===== src/rtl/spdif_tx_rate_switch.sv =====
// Sequences a glitch-free change of the SPDIF TX clock-mux select: debounce the
// requested rate, mute TX, hold it in reset across the select change, let the mux settle.
module spdif_tx_rate_switch #(
  parameter int   DEBOUNCE_CYCLES = 1024,
  parameter int   MUTE_TIMEOUT    = 4096,
  parameter int   SETTLE_CYCLES   = 256,
  parameter logic INIT_SEL        = 1'b1,
  parameter int   CNT_W           = 13
) (
  input  logic       i_sys_clk,
  input  logic       i_sys_rst_n,
  input  logic       i_rate_req,
  input  logic       i_rate_valid,
  input  logic       i_tx_idle,
  output logic       o_spdif_tx_clk_sel,
  output logic       o_tx_mute,
  output logic       o_tx_rst,
  output logic       o_busy,
  output logic       o_switch_done,
  output logic       o_mute_timeout,
  output logic [2:0] o_dbg_state
);

  typedef enum logic [2:0] {
    IDLE     = 3'd0,
    DEBOUNCE = 3'd1,
    MUTE     = 3'd2,
    SWITCH   = 3'd3,
    SETTLE   = 3'd4
  } state_t;

  localparam logic [CNT_W-1:0] DEB_LAST    = CNT_W'(DEBOUNCE_CYCLES - 1);
  localparam logic [CNT_W-1:0] MUTE_LAST   = CNT_W'(MUTE_TIMEOUT - 1);
  localparam logic [CNT_W-1:0] SETTLE_LAST = CNT_W'(SETTLE_CYCLES - 1);

  state_t           state, state_next;
  logic [CNT_W-1:0] cnt, cnt_d;
  logic             cand, cand_d;
  logic             sel_d, mute_d, rst_d, busy_d, done_d, timeout_d;
  logic             mute_timeout_hit;

  // i_rate_valid is a level qualifier, not a handshake: i_rate_req is only
  // meaningful while it is high, and no acknowledge is ever returned.

  always_ff @(posedge i_sys_clk) begin
    if (!i_sys_rst_n) begin
      state              <= SETTLE;
      cnt                <= '0;
      cand               <= INIT_SEL;
      o_spdif_tx_clk_sel <= INIT_SEL;
      o_tx_mute          <= 1'b1;
      o_tx_rst           <= 1'b1;
      o_busy             <= 1'b1;
      o_switch_done      <= 1'b0;
      o_mute_timeout     <= 1'b0;
    end else begin
      state              <= state_next;
      cnt                <= cnt_d;
      cand               <= cand_d;
      o_spdif_tx_clk_sel <= sel_d;
      o_tx_mute          <= mute_d;
      o_tx_rst           <= rst_d;
      o_busy             <= busy_d;
      o_switch_done      <= done_d;
      o_mute_timeout     <= timeout_d;
    end
  end

  always_comb begin
    state_next       = state;
    mute_timeout_hit = 1'b0;
    case (state)
      IDLE: begin
        if (i_rate_valid && (i_rate_req != o_spdif_tx_clk_sel)) state_next = DEBOUNCE;
      end
      DEBOUNCE: begin
        if (!i_rate_valid || (i_rate_req != cand)) state_next = IDLE;
        else if (cnt == DEB_LAST)                   state_next = MUTE;
      end
      MUTE: begin
        // The entry cycle ignores i_tx_idle so mute reaches TX before we trust it.
        if (i_tx_idle && (cnt != '0)) begin
          state_next = SWITCH;
        end else if (cnt == MUTE_LAST) begin
          state_next       = SWITCH;
          mute_timeout_hit = 1'b1;
        end
      end
      SWITCH: state_next = SETTLE;
      SETTLE: begin
        if (cnt == SETTLE_LAST) state_next = IDLE;
      end
      default: state_next = IDLE;
    endcase
  end

  // Outputs are registered versions of what the next state demands, so each
  // output lines up with the state it belongs to.
  always_comb begin
    mute_d    = (state_next == MUTE) || (state_next == SWITCH) || (state_next == SETTLE);
    rst_d     = (state_next == SWITCH) || (state_next == SETTLE);
    busy_d    = (state_next != IDLE);
    done_d    = (state == SETTLE) && (state_next == IDLE);
    timeout_d = mute_timeout_hit;
    sel_d     = (state == SWITCH) ? cand : o_spdif_tx_clk_sel;
    cand_d    = ((state == IDLE) && (state_next == DEBOUNCE)) ? i_rate_req : cand;
    if ((state_next != state) || (state == IDLE)) cnt_d = '0;
    else                                          cnt_d = cnt + CNT_W'(1);
  end

  assign o_dbg_state = state;

endmodule


===== config.mk =====
export PLATFORM = sky130hd
export DESIGN_NAME = spdif_tx_rate_switch
export DESIGN_NICKNAME = d
export VERILOG_FILES = /design/src/rtl/spdif_tx_rate_switch.sv
export SDC_FILE = /design/constraint.sdc
export NUM_CORES = 1
export LEC_CHECK = 0
export ABC_AREA = 0
export ABC_CLOCK_PERIOD_IN_PS = 4000
export CAP_MARGIN = 20
export CORE_ASPECT_RATIO = 1.75
export CORE_MARGIN = 2
export CORE_UTILIZATION = 55
export DETAILED_ROUTE_END_ITERATION = 10
export GPL_ROUTABILITY_DRIVEN = 0
export HOLD_SLACK_MARGIN = 0.05
export PLACE_DENSITY_LB_ADDON = 0.05
export REMOVE_ABC_BUFFERS = 1
export SLEW_MARGIN = 10
export SYNTH_ARGS = -nofsm -noshare
export SYNTH_HDL_FRONTEND = slang
export SYNTH_SLANG_ARGS = --single-unit

===== constraint.sdc =====
create_clock -name i_sys_clk -period 4 [get_ports i_sys_clk]
set_input_delay 1.2 -clock i_sys_clk [delete_from_list [all_inputs] [get_ports i_sys_clk]]
set_output_delay 1.2 -clock i_sys_clk [all_outputs]
set_load 0.05 [all_outputs]

==> impl_metrics.json, run 1 <==
{
  "route.detailed.drc": 0,
  "min_path_type": "reg2reg",
  "syn_area_per_cell_um2": 9.834,
  "cp.required_ns": 2.80,
  "holdPathEnd": "cnt[0]",
  "grt_use_total_pct": 22.42,
  "crit_slowest_cell": "clkdlybuf4s50_1",
  "rsz0062_at_grt": "false",
  "fmax_mhz": 352.8,
  "setup_violations": 0,
  "clk_path_buf_depth": 2,
  "drv_slew": 0,
  "cp-end-kind": "output port",
  "swShare_pct": 23.10,
  "fill_cells": 198,
  "r2r_end": "cnt[2]",
  "wl_per_cell_um": 15.10,
  "rr_startpoint": "cnt[0]",
  "grt.overflow.total": 0,
  "status": "finished, final reports clean",
  "relSlewSlack_pct": 56.18,
  "crit_path_max_incr_delay_ns": 0.86,
  "die_x_um": 40.16,
  "antennaDiodeCount": 0,
  "grt_max_degree": 14,
  "ir_drop_uv": 204.1,
  "cp_top_family": "buffers and inverters",
  "post_cts_buffers": 0,
  "grt_pass1_wl_um": 4195,
  "die-area_um2": 2702,
  "finalSetupTns_ns": 0,
  "whs_ns": 0.5180,
  "hp-start": "cnt[0]",
  "die_y_um": 67.29,
  "hold_path_depth": 1,
  "cts_buffers": 3,
  "start_util_pct": 56.80,
  "clock_power_share_pct": 35.3,
  "htree_levels": 1,
  "power_w": 0.0004090,
  "cp-start-kind": "flop",
  "row_count": 23,
  "powerDensity_nw_per_um2": 289.8,
  "wl_um": 2492,
  "arrival_ns": 1.63,
  "hold_violations": 0,
  "maxCapViolations": 0,
  "min_period_ns": 2.835,
  "core-area_um2": 2216,
  "drt_first_pass_iters": 4,
  "synth_top_area_cell": "dfxtp_1",
  "io_buffer_count": 13,
  "cts_resized": 0,
  "clockRootBuffer": "clkbuf_8",
  "critical_path.cell_chain": "clkdlybuf4s50_1",
  "area_delta_synth_final_pct": 12.13,
  "synth_area_um2": 1259,
  "critical_path_class": "reg2out",
  "post-route-period-util_pct": 70.87,
  "clk_pin_slew_ns": 0.08,
  "cts_hold_buf": 0,
  "netSwitchingPower_w": 0.00009448,
  "reg2reg_depth": 5,
  "drtIter0Drc": 28,
  "yosysSeqAreaShare_pct": 36.58,
  "cts.sinks": 23,
  "grt_antenna_before_repair": 0,
  "clkLatencyLatePin_ns": 0.27,
  "place_hpwl_um": 1838,
  "grt_pass1_vias": 981,
  "fin_util_pct": 63.69,
  "num_vias": 973,
  "synth_top_area_share_pct": 36.58,
  "sequentialPowerShare_pct": 57.4,
  "cts_tree": "built",
  "nets": 148,
  "clock_skew_ns": 0.001011,
  "p_int_w": 0.0003145,
  "p_leak_nw": 0.4769,
  "tightest_slew_ns": 0.6522,
  "drive_above_1_share_pct": 17.14,
  "ios": 14,
  "crit_fanout": 10,
  "rrSetupSlack_ns": 1.79,
  "synth-seq-cells": 23,
  "power_frac_comb_pct": 7.3,
  "ys_top_cells_by_area": "dfxtp_1 37%, a211oi_2 11%, xnor2_1 7.7%, nand2_1 3.3%, nand3_1 2.4%",
  "synth_cell_types": 41,
  "ant_nets": 0,
  "avgViaCountPerCell": 5.897,
  "yosysWarnings": 0,
  "crit_buf_inv": 1,
  "synthCells": 128
}
## layout make-up
| cell class | count | area [um^2] | share of cell area, % |
|---|---|---|---|
| multi-input cells | 92 | 714.4 | 50.62 |
| well taps | 25 | 31.28 | 2.216 |
| inverters | 8 | 30.03 | 2.128 |
| repair buffers | 13 | 130.1 | 9.220 |
| flip-flops and latches | 23 | 460.4 | 32.62 |
| clock buffers | 4 | 45.04 | 3.191 |
## logic make-up after synthesis
kind of cell	count (synthesis)	synth area share [%]
AOI/OAI and AO/OA	25	20.88
buffers and inverters	13	6.660
DFF	23	36.58
muxes	1	0.7953
and+or+nand+nor	50	23.36
xor gates and xnor gates	14	9.742
adders and majority gates	2	1.988
## power by group through the flow
| stage | combinational (W) | clock [W] | sequential [W] |
|---|---|---|---|
| CTS | 0.0000304 | 0.000145 | 0.000235 |
| global placement | 0.0000294 | 0 | 0.000240 |
| floorplan | 0.0000196 | 0 | 0.000239 |
| global route | 0.0000332 | 0.000153 | 0.000235 |
| detailed placement | 0.0000303 | 0 | 0.000240 |
| finish | 0.0000300 | 0.000144 | 0.000235 |
## synth_stat cells
cell and instances:
ha_1 2, buf_12 1, nor3_1 6, nor3b_1 1, or3b_1 1, o41ai_2 1, nand4_1 3, or2_2 1
a21o_1 1, or3_1 1, nand3_2 1, buf_1 1, nor4_1 2, dfxtp_1 23, and3b_1 1, or4_4 2
xnor2_1 11, or4b_1 1, and3b_2 1, a31oi_4 1, nand2_1 11, a21oi_4 1, inv_1 8, a211oi_2 11
mux2i_1 1, and2_1 1, a311oi_1 1, and3_1 2, or4b_2 1, xor2_1 3, nand2b_1 1, nor2_1 5
or3_4 1, o21a_1 1, o21ai_0 1, nor2b_1 1, nand3_1 6, buf_6 2, a211oi_1 3, buf_4 1
a21oi_1 4
## sequential cells by signal, indices dropped and copies added, names as in the netlist
name and count:
cnt 13, o_dbg_state 3, cand 1, o_busy 1, o_mute_timeout 1, o_spdif_tx_clk_sel 1, o_switch_done 1, o_tx_mute 1
o_tx_rst 1
## cell usage in the layout, fill, tap and decap left out, types with 2 or more instances in the layout
cell type,netlist,routed
or4_4,2,2
inv_1,8,8
and3_1,2,2
clkdlybuf4s50_1,0,13
a211oi_2,11,11
nor2_1,5,5
nand3_1,6,6
nor4_1,2,2
a21oi_1,4,4
clkbuf_8,0,3
xor2_1,3,3
dfxtp_1,23,23
ha_1,2,2
nand4_1,3,3
nand2_1,11,11
nor3_1,6,6
xnor2_1,11,11
a211oi_1,3,3
## worst max path at each step
stage | startpoint | end | slack, ns | cells after the start
floorplan | i_rate_req | cnt[0] | 1.77 | 4
global placement | i_rate_req | cnt[2] | 1.09 | 5
detailed placement | i_rate_req | cnt[2] | 1.06 | 5
CTS | o_dbg_state[0] | o_dbg_state[0] | 1.17 | 1
global route | o_dbg_state[0] | o_dbg_state[0] | 1.11 | 1
finish | o_dbg_state[0] | o_dbg_state[0] | 1.17 | 1
## through the flow
| step | instance area [um^2] | std cells | setup WS, ns |
|---|---|---|---|
| 6_report | 1411 | 165 | 1.165 |
| 5_1_grt | 1411 | 165 | 1.113 |
| 3_5_place_dp | 1366 | 161 | 1.060 |
| 3_3_place_gp | 1366 | 161 | 1.091 |
| 4_1_cts | 1411 | 165 | 1.166 |
| 2_1_floorplan | 1205 | 123 | 1.773 |
## per-layer routing
layer | track usage, % | share of wire (%) | vias up
li1 | - | - | 482
met1 | 22.92 | 38 | 462
met2 | 41.73 | 57 | 22
met3 | 2.632 | 3.3 | 7
met4 | 9.914 | 1.8 | 0
met5 | 0 | 0 | -
Note: power is estimated with default switching activity, not from simulation.
==> inputs of run 2 (changes only) <==
--- a/config.mk
+++ b/config.mk
@@ -6,11 +6,11 @@
 export NUM_CORES = 1
 export LEC_CHECK = 0
 export ABC_AREA = 0
-export ABC_CLOCK_PERIOD_IN_PS = 4000
+export ABC_CLOCK_PERIOD_IN_PS = 2900
 export CAP_MARGIN = 20
 export CORE_ASPECT_RATIO = 1.75
 export CORE_MARGIN = 2
-export CORE_UTILIZATION = 55
+export CORE_UTILIZATION = 54
 export DETAILED_ROUTE_END_ITERATION = 10
 export GPL_ROUTABILITY_DRIVEN = 0
 export HOLD_SLACK_MARGIN = 0.05
==> constraint.sdc (replaced) <==
create_clock -name i_sys_clk -period 2.9 [get_ports i_sys_clk]
set_input_delay 0.87 -clock i_sys_clk [delete_from_list [all_inputs] [get_ports i_sys_clk]]
set_output_delay 0.87 -clock i_sys_clk [all_outputs]
set_load 0.05 [all_outputs]
==> run 2 against run 1 <==
  * Core utilization is 0.48 points lower
  * Cell area up 0.53%
  * First-iteration DRC count is 7.1% lower
  * Clock power grew 41%
  * Die area grew 1.7%
  * Clock-buffer cell count unchanged
  * Non-clock buffer count up 1
  * Sequential share of layout area fell by 0.17 points
  * Total power is 39% higher
  * Combinational power rose by 43%
  * Clock skew increased by 0.0051 ns
  * Sequential power rose by 38%
  * Critical path type unchanged
  * Highest routed layer unchanged
==> impl_metrics.json, run 2 (synthesis gave the netlist of run 1 again) <==
{
  "place_area_um2": 1374,
  "ir_drop_uv": 290.9,
  "crit_path_max_incr_delay_ns": 0.87,
  "io_buffer_count": 13,
  "grt_pass1_vias": 996,
  "drv_slew": 0,
  "rsz0062_at_grt": "false",
  "die-area_um2": 2748,
  "setup_violations": 0,
  "place_hpwl_um": 1881,
  "largest_reg_flops": 13,
  "powerDensity_nw_per_um2": 401.6,
  "cts.sinks": 23,
  "nets": 149,
  "crit_buf_inv": 1,
  "whs_ns": 0.5106,
  "crit_fanout": 10,
  "post-route-period-util_pct": 87.41,
  "post_cts_buffers": 0,
  "rrSetupSlack_ns": 0.69,
  "grt_use_total_pct": 22.83,
  "cp-end-kind": "output port",
  "cp_num_cells": 1,
  "ant_nets": 0,
  "clk_pin_slew_ns": 0.08,
  "crit_slowest_cell": "clkdlybuf4s50_1",
  "grt_pass1_wl_um": 4333,
  "route.detailed.drc": 0,
  "grt_max_degree": 14,
  "critical_path.cell_chain": "clkdlybuf4s50_1",
  "fmax_mhz": 394.5,
  "mostFrequentLayoutCells": "23 x dfxtp_1, 13 x clkdlybuf4s50_1, 11 x xnor2_1, 11 x a211oi_2, 11 x nand2_1",
  "pre_cts_slack_ns": 0.3343,
  "worstSetupEndpoint": "o_dbg_state[0]",
  "cts_buffers": 3,
  "cp.required_ns": 2.03,
  "drtIter0Drc": 26,
  "r2r_end": "cnt[2]",
  "maxCapViolations": 0,
  "wl_um": 2499,
  "min_period_ns": 2.535,
  "clkLatencyLatePin_ns": 0.27,
  "status": "finished, final reports clean",
  "final_common_cell": "dfxtp_1",
  "start_util_pct": 56.08,
  "die_y_um": 67.87,
  "htree_levels": 1,
  "avgViaCountPerCell": 5.831,
  "fin_util_pct": 63.21,
  "reg2reg_depth": 5,
  "final_area_um2": 1419,
  "clock_skew_ns": 0.006133,
  "cts_resized": 0,
  "hold_violations": 0,
  "min_path_type": "reg2reg",
  "grt_antenna_before_repair": 0,
  "p_leak_nw": 0.4817,
  "core-area_um2": 2245,
  "cp_top_family": "buffers and inverters",
  "finalSetupTns_ns": 0,
  "clockRootBuffer": "clkbuf_8",
  "critical_path_class": "reg2out",
  "drive_above_1_share_pct": 17.73,
  "arrival_ns": 1.66,
  "cp-start-kind": "flop",
  "drt_first_pass_iters": 4,
  "cts_tree": "built",
  "grt.overflow.total": 0,
  "area_delta_synth_final_pct": 12.72,
  "top_register": "cnt",
  "rr_startpoint": "cnt[0]",
  "wl_per_cell_um": 15.05,
  "layout_setup_ws_ns": 0.3652,
  "row_count": 23,
  "relSlewSlack_pct": 59.16,
  "tightest_slew_ns": 0.6079,
  "ios": 14,
  "fill_cells": 195,
  "antennaDiodeCount": 0,
  "clk_path_buf_depth": 2,
  "cp-startpoint": "o_dbg_state[0]",
  "cts_hold_buf": 0,
  "num_vias": 968,
  "die_x_um": 40.50
}
-- run 2: worst reg2reg max path: cells and delay by family, from the launching register on --
| kind | cells | cell delay, ns |
|---|---|---|
| AND/OR/NAND/NOR | 2 | 0.78 |
| flip-flops | 1 | 0.40 |
| AO/OA/AOI/OAI | 2 | 0.65 |
| adder cells (fa/ha/maj) | 1 | 0.24 |
-- run 2: layout make-up --
class | count | area [um^2] | share of cell area (%)
timing repair buffer | 14 | 137.6 | 9.700
tap | 25 | 31.28 | 2.205
inverter | 8 | 30.03 | 2.116
clock buffer | 4 | 45.04 | 3.175
multi-input combinational | 92 | 714.4 | 50.35
sequential | 23 | 460.4 | 32.45
-- run 2: per-layer routing --
layer / track usage (%) / vias to the layer above / part of all wire (%) / wire length, um
met1: 25.15 / 452 / 41 / 1023
met5: 0 / - / 0 / 0
li1: - / 491 / - / -
met3: 2.273 / 7 / 2.5 / 62
met4: 11.25 / 0 / 3.0 / 75
met2: 40.48 / 18 / 54 / 1338
-- run 2: worst min-delay path by stage --
stage / slack [ns] / end / depth (start not counted) / from
after floorplan: 0.47 / cnt[0] / 1 / cnt[0]
after CTS: 0.51 / cnt[0] / 1 / cnt[0]
final: 0.51 / cnt[0] / 1 / cnt[0]
after global routing: 0.56 / cnt[0] / 1 / cnt[0]
after detailed placement: 0.50 / cnt[0] / 1 / cnt[0]
after global placement: 0.48 / cnt[0] / 1 / cnt[0]
-- run 2: where the power goes --
part | switching, W | internal [W]
clock network | 0.000105 | 0.0000983
registers | 0.00000445 | 0.000319
logic | 0.0000255 | 0.0000174
total | 0.000135 | 0.000435
-- run 2: metrics by stage --
stage / cells / power [W]
after detailed placement: 162 / 0.0003744
after global placement: 162 / 0.0003725
after floorplan: 123 / 0.0003574
after CTS: 166 / 0.0005760
final: 166 / 0.0005698
after global routing: 166 / 0.0005887
